[src/rtl/video_dram_pkg.sv]
`default_nettype none
// =============================================================================
// Module : video_dram_pkg
// Brief  : Slot types, phase constants and field layout for plane-B DRAM timing.
// Rev    : 1.0
// =============================================================================
package video_dram_pkg;

    localparam int SLOT_CYC = 8;
    localparam int PH_W     = $clog2(SLOT_CYC);
    localparam int ADDR_W   = 14;
    localparam int ROW_W    = 7;
    localparam int DATA_W   = 16;

    typedef logic [PH_W-1:0] phase_t;

    typedef enum logic [1:0] {
        SLOT_IDLE = 2'd0,
        SLOT_VID  = 2'd1,
        SLOT_WR   = 2'd2,
        SLOT_REF  = 2'd3
    } slot_t;

    localparam phase_t PH_RAS_ON = phase_t'(1);
    localparam phase_t PH_COL    = phase_t'(2);
    localparam phase_t PH_CAS_ON = phase_t'(3);
    localparam phase_t PH_WE_OFF = phase_t'(6);
    localparam phase_t PH_LD     = phase_t'(6);
    localparam phase_t PH_DECIDE = phase_t'(7);

    // DX / WR_DATA nibble layout {R,G,B,Z}
    localparam int DX_NIB_W = 4;
    localparam int DX_R_LSB = 12;
    localparam int DX_G_LSB = 8;
    localparam int DX_B_LSB = 4;
    localparam int DX_Z_LSB = 0;

endpackage
`default_nettype wire

[src/rtl/video_refresh_timer.sv]
`default_nettype none
// =============================================================================
// Module : video_refresh_timer
// Brief  : Refresh period counter with saturating pending count and sticky overflow.
// Rev    : 1.0
// =============================================================================
module video_refresh_timer #(
    parameter int REF_PERIOD   = 124,
    parameter int REF_PEND_MAX = 7
) (
    input  logic clk,
    input  logic rst_n,
    input  logic i_dec,
    output logic o_pend_nz,
    output logic o_ref_ovf
);

    localparam int TW = $clog2(REF_PERIOD);
    localparam int PW = $clog2(REF_PEND_MAX + 1);
    localparam logic [TW-1:0] C_TMR_LAST = TW'(REF_PERIOD - 1);
    localparam logic [PW-1:0] C_PEND_MAX = PW'(REF_PEND_MAX);

    logic [TW-1:0] r_tmr;
    logic [PW-1:0] r_pend;
    logic          r_ovf;
    logic          w_tick;

    assign w_tick    = (r_tmr == C_TMR_LAST);
    assign o_pend_nz = |r_pend;
    assign o_ref_ovf = r_ovf;

    always_ff @(posedge clk or negedge rst_n) begin
        if (!rst_n) begin
            r_tmr  <= '0;
            r_pend <= '0;
            r_ovf  <= 1'b0;
        end else begin
            r_tmr <= w_tick ? '0 : r_tmr + TW'(1);
            // A tick coinciding with a decrement leaves the count unchanged.
            case ({w_tick, i_dec})
                2'b10: begin
                    if (r_pend == C_PEND_MAX) r_ovf  <= 1'b1;
                    else                      r_pend <= r_pend + PW'(1);
                end
                2'b01: begin
                    if (r_pend != '0) r_pend <= r_pend - PW'(1);
                end
                default: ;
            endcase
        end
    end

endmodule
`default_nettype wire

[src/rtl/video_motion_dram_ctrl.sv]
`default_nettype none
// =============================================================================
// Module : video_motion_dram_ctrl
// Brief  : Slot arbiter and strobe generator for motion-object DRAM plane B.
// Rev    : 1.0
// =============================================================================
module video_motion_dram_ctrl
    import video_dram_pkg::*;
#(
    parameter int REF_PERIOD   = 124,
    parameter int REF_PEND_MAX = 7
) (
    input  logic        CLK,
    input  logic        RST_AL,
    input  logic        VID_ACTIVE,
    input  logic [13:0] VID_ADDR,
    input  logic        WR_REQ,
    input  logic        WR_BANK,
    input  logic [13:0] WR_ADDR,
    input  logic [15:0] WR_DATA,
    output logic        WR_ACK,
    output logic [6:0]  XXB,
    output logic        BRAS0_AL,
    output logic        BRAS1_AL,
    output logic        BCAS0_AL,
    output logic        BCAS1_AL,
    output logic        BWE0_AL,
    output logic        BWE1_AL,
    output logic [15:0] DX,
    output logic        SFT_AL,
    output logic        LD_SFT_AL,
    output logic        REF_OVF
);

    slot_t              r_slot;
    phase_t             r_phase;
    logic [ADDR_W-1:0]  r_addr;
    logic               r_bank;
    logic [ROW_W-1:0]   r_rrow;
    logic [DATA_W-1:0]  r_dx;
    logic [ROW_W-1:0]   r_xxb;
    logic [1:0]         r_bras;
    logic [1:0]         r_bcas;
    logic [1:0]         r_bwe;
    logic               r_sft;
    logic               r_ld;
    logic               r_ack;

    slot_t              w_slot_nxt;
    phase_t             w_phase_nxt;
    logic [ADDR_W-1:0]  w_addr_nxt;
    logic               w_bank_nxt;
    logic [ROW_W-1:0]   w_rrow_nxt;
    logic [DATA_W-1:0]  w_dx_nxt;
    logic               w_ref_dec;
    logic               w_ref_pend;
    logic               w_ref_ovf;
    logic               w_ras_on;
    logic               w_cas_on;
    logic               w_we_on;
    logic [ROW_W-1:0]   w_xxb_nxt;
    logic [1:0]         w_bras_nxt;
    logic [1:0]         w_bcas_nxt;
    logic [1:0]         w_bwe_nxt;
    logic               w_sft_nxt;
    logic               w_ld_nxt;
    logic               w_ack_nxt;

    video_refresh_timer #(
        .REF_PERIOD   (REF_PERIOD),
        .REF_PEND_MAX (REF_PEND_MAX)
    ) u_ref_timer (
        .clk       (CLK),
        .rst_n     (RST_AL),
        .i_dec     (w_ref_dec),
        .o_pend_nz (w_ref_pend),
        .o_ref_ovf (w_ref_ovf)
    );

    always_ff @(posedge CLK or negedge RST_AL) begin
        if (!RST_AL) begin
            r_slot  <= SLOT_IDLE;
            r_phase <= '0;
        end else begin
            r_slot  <= w_slot_nxt;
            r_phase <= w_phase_nxt;
        end
    end

    // Next-slot decision and per-slot latches
    always_comb begin
        w_phase_nxt = r_phase + phase_t'(1);
        w_slot_nxt  = r_slot;
        w_addr_nxt  = r_addr;
        w_bank_nxt  = r_bank;
        w_dx_nxt    = r_dx;
        w_rrow_nxt  = r_rrow;
        w_ref_dec   = 1'b0;
        if (r_phase == PH_DECIDE) begin
            if (r_slot == SLOT_REF) w_rrow_nxt = r_rrow + ROW_W'(1);
            if (VID_ACTIVE) begin
                w_slot_nxt = SLOT_VID;
                w_addr_nxt = VID_ADDR;
            end else if (w_ref_pend) begin
                w_slot_nxt = SLOT_REF;
                w_ref_dec  = 1'b1;
            end else if (WR_REQ) begin
                w_slot_nxt = SLOT_WR;
                w_addr_nxt = WR_ADDR;
                w_bank_nxt = WR_BANK;
                w_dx_nxt   = WR_DATA;
            end else begin
                w_slot_nxt = SLOT_IDLE;
            end
        end
    end

    // Outputs are computed for the upcoming phase and registered, so every
    // strobe changes only on a clock edge and lines up with r_phase.
    always_comb begin
        w_ras_on   = (w_phase_nxt >= PH_RAS_ON) && (w_phase_nxt < PH_DECIDE);
        w_cas_on   = (w_phase_nxt >= PH_CAS_ON) && (w_phase_nxt < PH_DECIDE);
        w_we_on    = (w_phase_nxt >= PH_CAS_ON) && (w_phase_nxt < PH_WE_OFF);
        w_xxb_nxt  = (w_phase_nxt < PH_COL) ? w_addr_nxt[ROW_W-1:0]
                                            : w_addr_nxt[ADDR_W-1:ROW_W];
        w_bras_nxt = 2'b11;
        w_bcas_nxt = 2'b11;
        w_bwe_nxt  = 2'b11;
        w_ld_nxt   = 1'b1;
        w_ack_nxt  = 1'b0;
        w_sft_nxt  = ~w_phase_nxt[0];
        case (w_slot_nxt)
            SLOT_VID: begin
                w_bras_nxt = {2{~w_ras_on}};
                w_bcas_nxt = {2{~w_cas_on}};
                w_ld_nxt   = ~(w_phase_nxt >= PH_LD);
            end
            SLOT_WR: begin
                w_ack_nxt = (w_phase_nxt == '0);
                if (w_bank_nxt) begin
                    w_bras_nxt[1] = ~w_ras_on;
                    w_bcas_nxt[1] = ~w_cas_on;
                    w_bwe_nxt[1]  = ~w_we_on;
                end else begin
                    w_bras_nxt[0] = ~w_ras_on;
                    w_bcas_nxt[0] = ~w_cas_on;
                    w_bwe_nxt[0]  = ~w_we_on;
                end
            end
            SLOT_REF: begin
                w_bras_nxt = {2{~w_ras_on}};
                w_xxb_nxt  = w_rrow_nxt;
            end
            default: ;
        endcase
    end

    always_ff @(posedge CLK or negedge RST_AL) begin
        if (!RST_AL) begin
            r_addr <= '0;
            r_bank <= 1'b0;
            r_rrow <= '0;
            r_dx   <= '0;
            r_xxb  <= '0;
            r_bras <= 2'b11;
            r_bcas <= 2'b11;
            r_bwe  <= 2'b11;
            r_sft  <= 1'b1;
            r_ld   <= 1'b1;
            r_ack  <= 1'b0;
        end else begin
            r_addr <= w_addr_nxt;
            r_bank <= w_bank_nxt;
            r_rrow <= w_rrow_nxt;
            r_dx   <= w_dx_nxt;
            r_xxb  <= w_xxb_nxt;
            r_bras <= w_bras_nxt;
            r_bcas <= w_bcas_nxt;
            r_bwe  <= w_bwe_nxt;
            r_sft  <= w_sft_nxt;
            r_ld   <= w_ld_nxt;
            r_ack  <= w_ack_nxt;
        end
    end

    assign XXB       = r_xxb;
    assign DX        = r_dx;
    assign BRAS0_AL  = r_bras[0];
    assign BRAS1_AL  = r_bras[1];
    assign BCAS0_AL  = r_bcas[0];
    assign BCAS1_AL  = r_bcas[1];
    assign BWE0_AL   = r_bwe[0];
    assign BWE1_AL   = r_bwe[1];
    assign SFT_AL    = r_sft;
    assign LD_SFT_AL = r_ld;
    assign WR_ACK    = r_ack;
    assign REF_OVF   = w_ref_ovf;

endmodule
`default_nettype wire
[config.mk]
export PLATFORM = sky130hd
export DESIGN_NAME = video_motion_dram_ctrl
export DESIGN_NICKNAME = d
export VERILOG_FILES = /design/src/rtl/video_dram_pkg.sv /design/src/rtl/video_refresh_timer.sv /design/src/rtl/video_motion_dram_ctrl.sv
export SDC_FILE = /design/constraint.sdc
export NUM_CORES = 1
export LEC_CHECK = 0
export BUFFER_PORTS_ARGS = -buffer_cell sky130_fd_sc_hd__buf_2
export CAP_MARGIN = 5
export CORE_ASPECT_RATIO = 0.6
export CORE_MARGIN = 5
export CORE_UTILIZATION = 45
export CTS_CLUSTER_DIAMETER = 50
export CTS_CLUSTER_SIZE = 40
export DETAILED_ROUTE_END_ITERATION = 6
export PLACE_DENSITY = 0.67
export SETUP_SLACK_MARGIN = 0.5
export SYNTH_ARGS = -nofsm -noshare
export SYNTH_HDL_FRONTEND = slang
export SYNTH_SLANG_ARGS = --single-unit
export TNS_END_PERCENT = 5
[constraint.sdc]
create_clock -name CLK -period 7.1 [get_ports CLK]
set_input_delay 2.13 -clock CLK [delete_from_list [all_inputs] [get_ports CLK]]
set_output_delay 2.13 -clock CLK [all_outputs]
set_load 0.05 [all_outputs]
==> run_results.csv <==
group,metric,value,unit
clock_tree,path_clk_slew,0.06,ns
route,vias,2414,
final_layout,multi_input_area,1386,um^2
yosys,synth_cell_type_count,45,
timing,final-setup-viol-count,0,
timing,slew_headroom,25.97,%
placed_design,dp_hpwl,5.255,mm
power,p_leak,1.984,nW
floorplan,die_w,120.9,um
floorplan,dieArea,9250,um^2
floorplan,start_util,46.06,%
route,drc,0,
clock_tree,clkLatencyLatePin,0.33,ns
final_layout,seqCellArea,1762,um^2
final_layout,nFillCells,640,
global_routing,grt_max_degree,71,
clock_tree,holdBufCountCts,0,
flow_run,cap_violations,0,
yosys,syn_area,3319,um^2
clock_tree,cts_tree,"built",
global_routing,antenna_found_initial,0,
critical_path,cp_max_fo,22,
placed_design,io_buffers,81,
floorplan,die_y,76.53,um
clock_tree,post_cts_resized,0,
timing,rsz0062_at_grt,"false",
worst_hold_path,hold_end,"SFT_AL$_DFF_PN1_",
route,via_per_inst,5.214,
global_routing,grt_pass1_vias,2408,
route,wirelength,7.265,mm
yosys,synth_edf_count,0,
floorplan,coreArea,7207,um^2
timing,tns,0,ns
critical_path,crit_path_start,"VID_ACTIVE",
power,clkPwrFrac,42.1,%
floorplan,rows,24,
timing,hold_violations,0,
power,p_comb_share,16.0,%
timing,worstMarginPinSlew,1.110,ns
critical_path,cp_data_arrival_time,4.10,ns
critical_path,critPathLaunchType,"input port",
final_layout,mostFrequentLayoutCells,"buf_2 (81), dfrtp_1 (62), inv_1 (23)",
route,drt-wirelength-per-cell,15.69,um
yosys,async_reset_ff_share,100.0,%
timing,period_minus_slack,3.903,ns
timing,drv_slew,0,
yosys,syn-num-nets,351,
route,postRouteAntennaNets,0,
global_routing,gr-total-overflow,0,
power,power,1.063,mW
clock_tree,postCtsSetupBuffers,0,
timing,min_period_over_period,54.97,%
final_layout,layout.cells.most_common,"buf_2",
clock_tree,cts_root_buf,"clkbuf_16",
placed_design,place_congestion,0.7967,
final_layout,layout-drive-gt1-share,35.48,%
yosys,ys_ff_latch,70,
worst_hold_path,min_from,"r_phase[0]$_DFF_PN0_",
placed_design,dp_cells,447,
power,pwr-share-seq,42.0,%
global_routing,grt_pass1_wl,12.10,mm
critical_path,reg2reg_to,"XXB[6]$_DFF_PN0_",
clock_tree,cts_buffer_depth,2,
clock_tree,cts-htree-levels,3,
yosys,syn_inst,287,
final_layout,final_area,4064,um^2
route,drt_pass1_iterations,4,
power,power.density,261.7,nW/um^2
route,drtIter0Drc,126,
yosys,yosysWarnings,0,
power,sw_frac_of_total,27.14,%
timing,max_freq,256.2,MHz
timing,finalClockSkew,0.006170,ns
critical_path,crit_path_end_kind,"flop",
power,p_sw,0.2886,mW
worst_hold_path,hp-class,"flop to flop",
yosys,syn-mean-instance-area,11.57,um^2
yosys,ys_seq_area_share,53.07,%
critical_path,crit_required,7.30,ns
critical_path,r2r_start,"r_phase[1]$_DFF_PN0_",
clock_tree,cts_made_buffers,9,
global_routing,grt.total_usage,16.75,%
yosys,synthFlopType,"dfrtp_1",
final_layout,stdcell_count,463,
critical_path,reg2reg_depth,9,
final_layout,area_delta_synth_final,22.43,%
critical_path,crit_type,"input port to flop",
floorplan,boundaryPins,82,
final_layout,antennaDiodeCount,0,
clock_tree,cts.sinks,70,
critical_path,r2r_setup_slack,3.65,ns
run_status,status,"finished clean",
power,vdd_ir_drop_max,0.1367,mV
worst_hold_path,min_path_cells,0,
placed_design,place_area,3761,um^2
power,power.internal,0.7748,mW
final_layout,nets,431,
## state kept, by name, summed over array words and instances, names as in the netlist
name                   cells
XXB                        7
r_bras                     2
r_bcas                     2
r_addr                    14
r_phase                    3
r_bank                     1
r_rrow                     7
r_bwe                      2
WR_ACK                     1
u_ref_timer.r_tmr          7
u_ref_timer.r_pend         3
LD_SFT_AL                  1
SFT_AL                     1
DX                        16
u_ref_timer.o_ref_ovf      1
r_slot                     2
## synthesized netlist by cell type, drive strengths merged (2+ instances only)
| cell type | count | area share, % |
|---|---|---|
| a2111o | 4 | 1.4 |
| and3 | 2 | 0.38 |
| xnor2 | 7 | 1.8 |
| dfstp | 8 | 6.3 |
| a2111oi | 2 | 0.53 |
| ha | 15 | 5.7 |
| a41o | 2 | 0.60 |
| nor2b | 2 | 0.60 |
| mux2 | 19 | 6.4 |
| a221o | 6 | 1.8 |
| nor3 | 8 | 1.2 |
| nand2 | 11 | 1.2 |
| buf | 8 | 2.0 |
| or2 | 2 | 0.38 |
| xor2 | 6 | 1.6 |
| o21ai | 16 | 2.4 |
| dfrtp | 62 | 47 |
| a211o | 6 | 1.6 |
| a21o | 3 | 0.68 |
| o221a | 5 | 1.7 |
| nor2 | 16 | 1.8 |
| nand2b | 4 | 0.75 |
| o21bai | 2 | 0.45 |
| inv | 23 | 2.6 |
| a21oi | 5 | 0.75 |
| nand4 | 3 | 0.57 |
| clkbuf | 5 | 0.57 |
| nand3 | 20 | 3.0 |
| a211oi | 2 | 0.45 |
| nor4b | 2 | 0.98 |
## stage by stage
stage | hold WS [ns] | setup slack [ns] | util (%)
after floorplan | 0.4152 | 3.258 | -
final | 0.4319 | 3.197 | 56.39
after global placement | 0.4324 | 2.917 | 52.19
after global routing | 0.4648 | 2.875 | 56.39
after detailed placement | 0.4317 | 2.871 | 52.19
after CTS | 0.4354 | 3.235 | 56.39
## worst max-delay path, cell delays in order
cell and delay (ns):
buf_2 0.36, nor2_1 0.11, mux2_2 0.31, ha_1 0.22, inv_1 0.20, nand2_1 0.22, a2111oi_0 0.45, a211oi_1 0.09
## how the worst max path moves through the flow
stage	slack, ns	depth (start not counted)	endpoint
finish	3.20	8	XXB[6]$_DFF_PN0_
global route	2.87	8	XXB[6]$_DFF_PN0_
CTS	3.24	8	XXB[6]$_DFF_PN0_
detailed placement	2.87	8	XXB[6]$_DFF_PN0_
global placement	2.92	8	XXB[6]$_DFF_PN0_
floorplan	3.26	8	XXB[6]$_DFF_PN0_
## power groups by stage
stage                     clock network [mW]  registers (mW)  logic [mW]
after floorplan                            0           0.519      0.0494
after global placement                     0           0.452       0.169
after detailed placement                   0           0.453       0.171
after CTS                              0.459           0.446       0.171
after global routing                   0.486           0.450       0.183
final                                  0.447           0.446       0.170
## cell families (layout without fill, tap and decap cells)
family                   count (synthesis)  after routing  share of synthesized area, %
flip-flops                              70             70                         53.07
buffers and inverters                   36            121                         5.164
AND/OR/NAND/NOR                         75             75                         12.25
AO/OA/AOI/OAI                           58             58                         13.68
adder cells (fa/ha/maj)                 15             15                         5.654
XOR/XNOR                                13             13                         3.430
multiplexers                            20             20                         6.747
## cell type report
class | instances | share of cell area, %
timing repair buffer | 82 | 10.16
clock buffer | 13 | 6.404
sequential | 70 | 43.35
tap | 91 | 2.802
multi-input combinational | 181 | 34.11
clock inverter | 3 | 1.047
inverter | 23 | 2.124
## per-layer routing
layer	vias up	GRT usage [%]	share of wire, %
li1	1187	-	-
met1	1148	23.56	50
met2	70	23.71	41
met3	9	5.415	7.1
met4	0	6.787	1.4
met5	-	0	0
No activity file was read; power rests on OpenSTA's default activity.
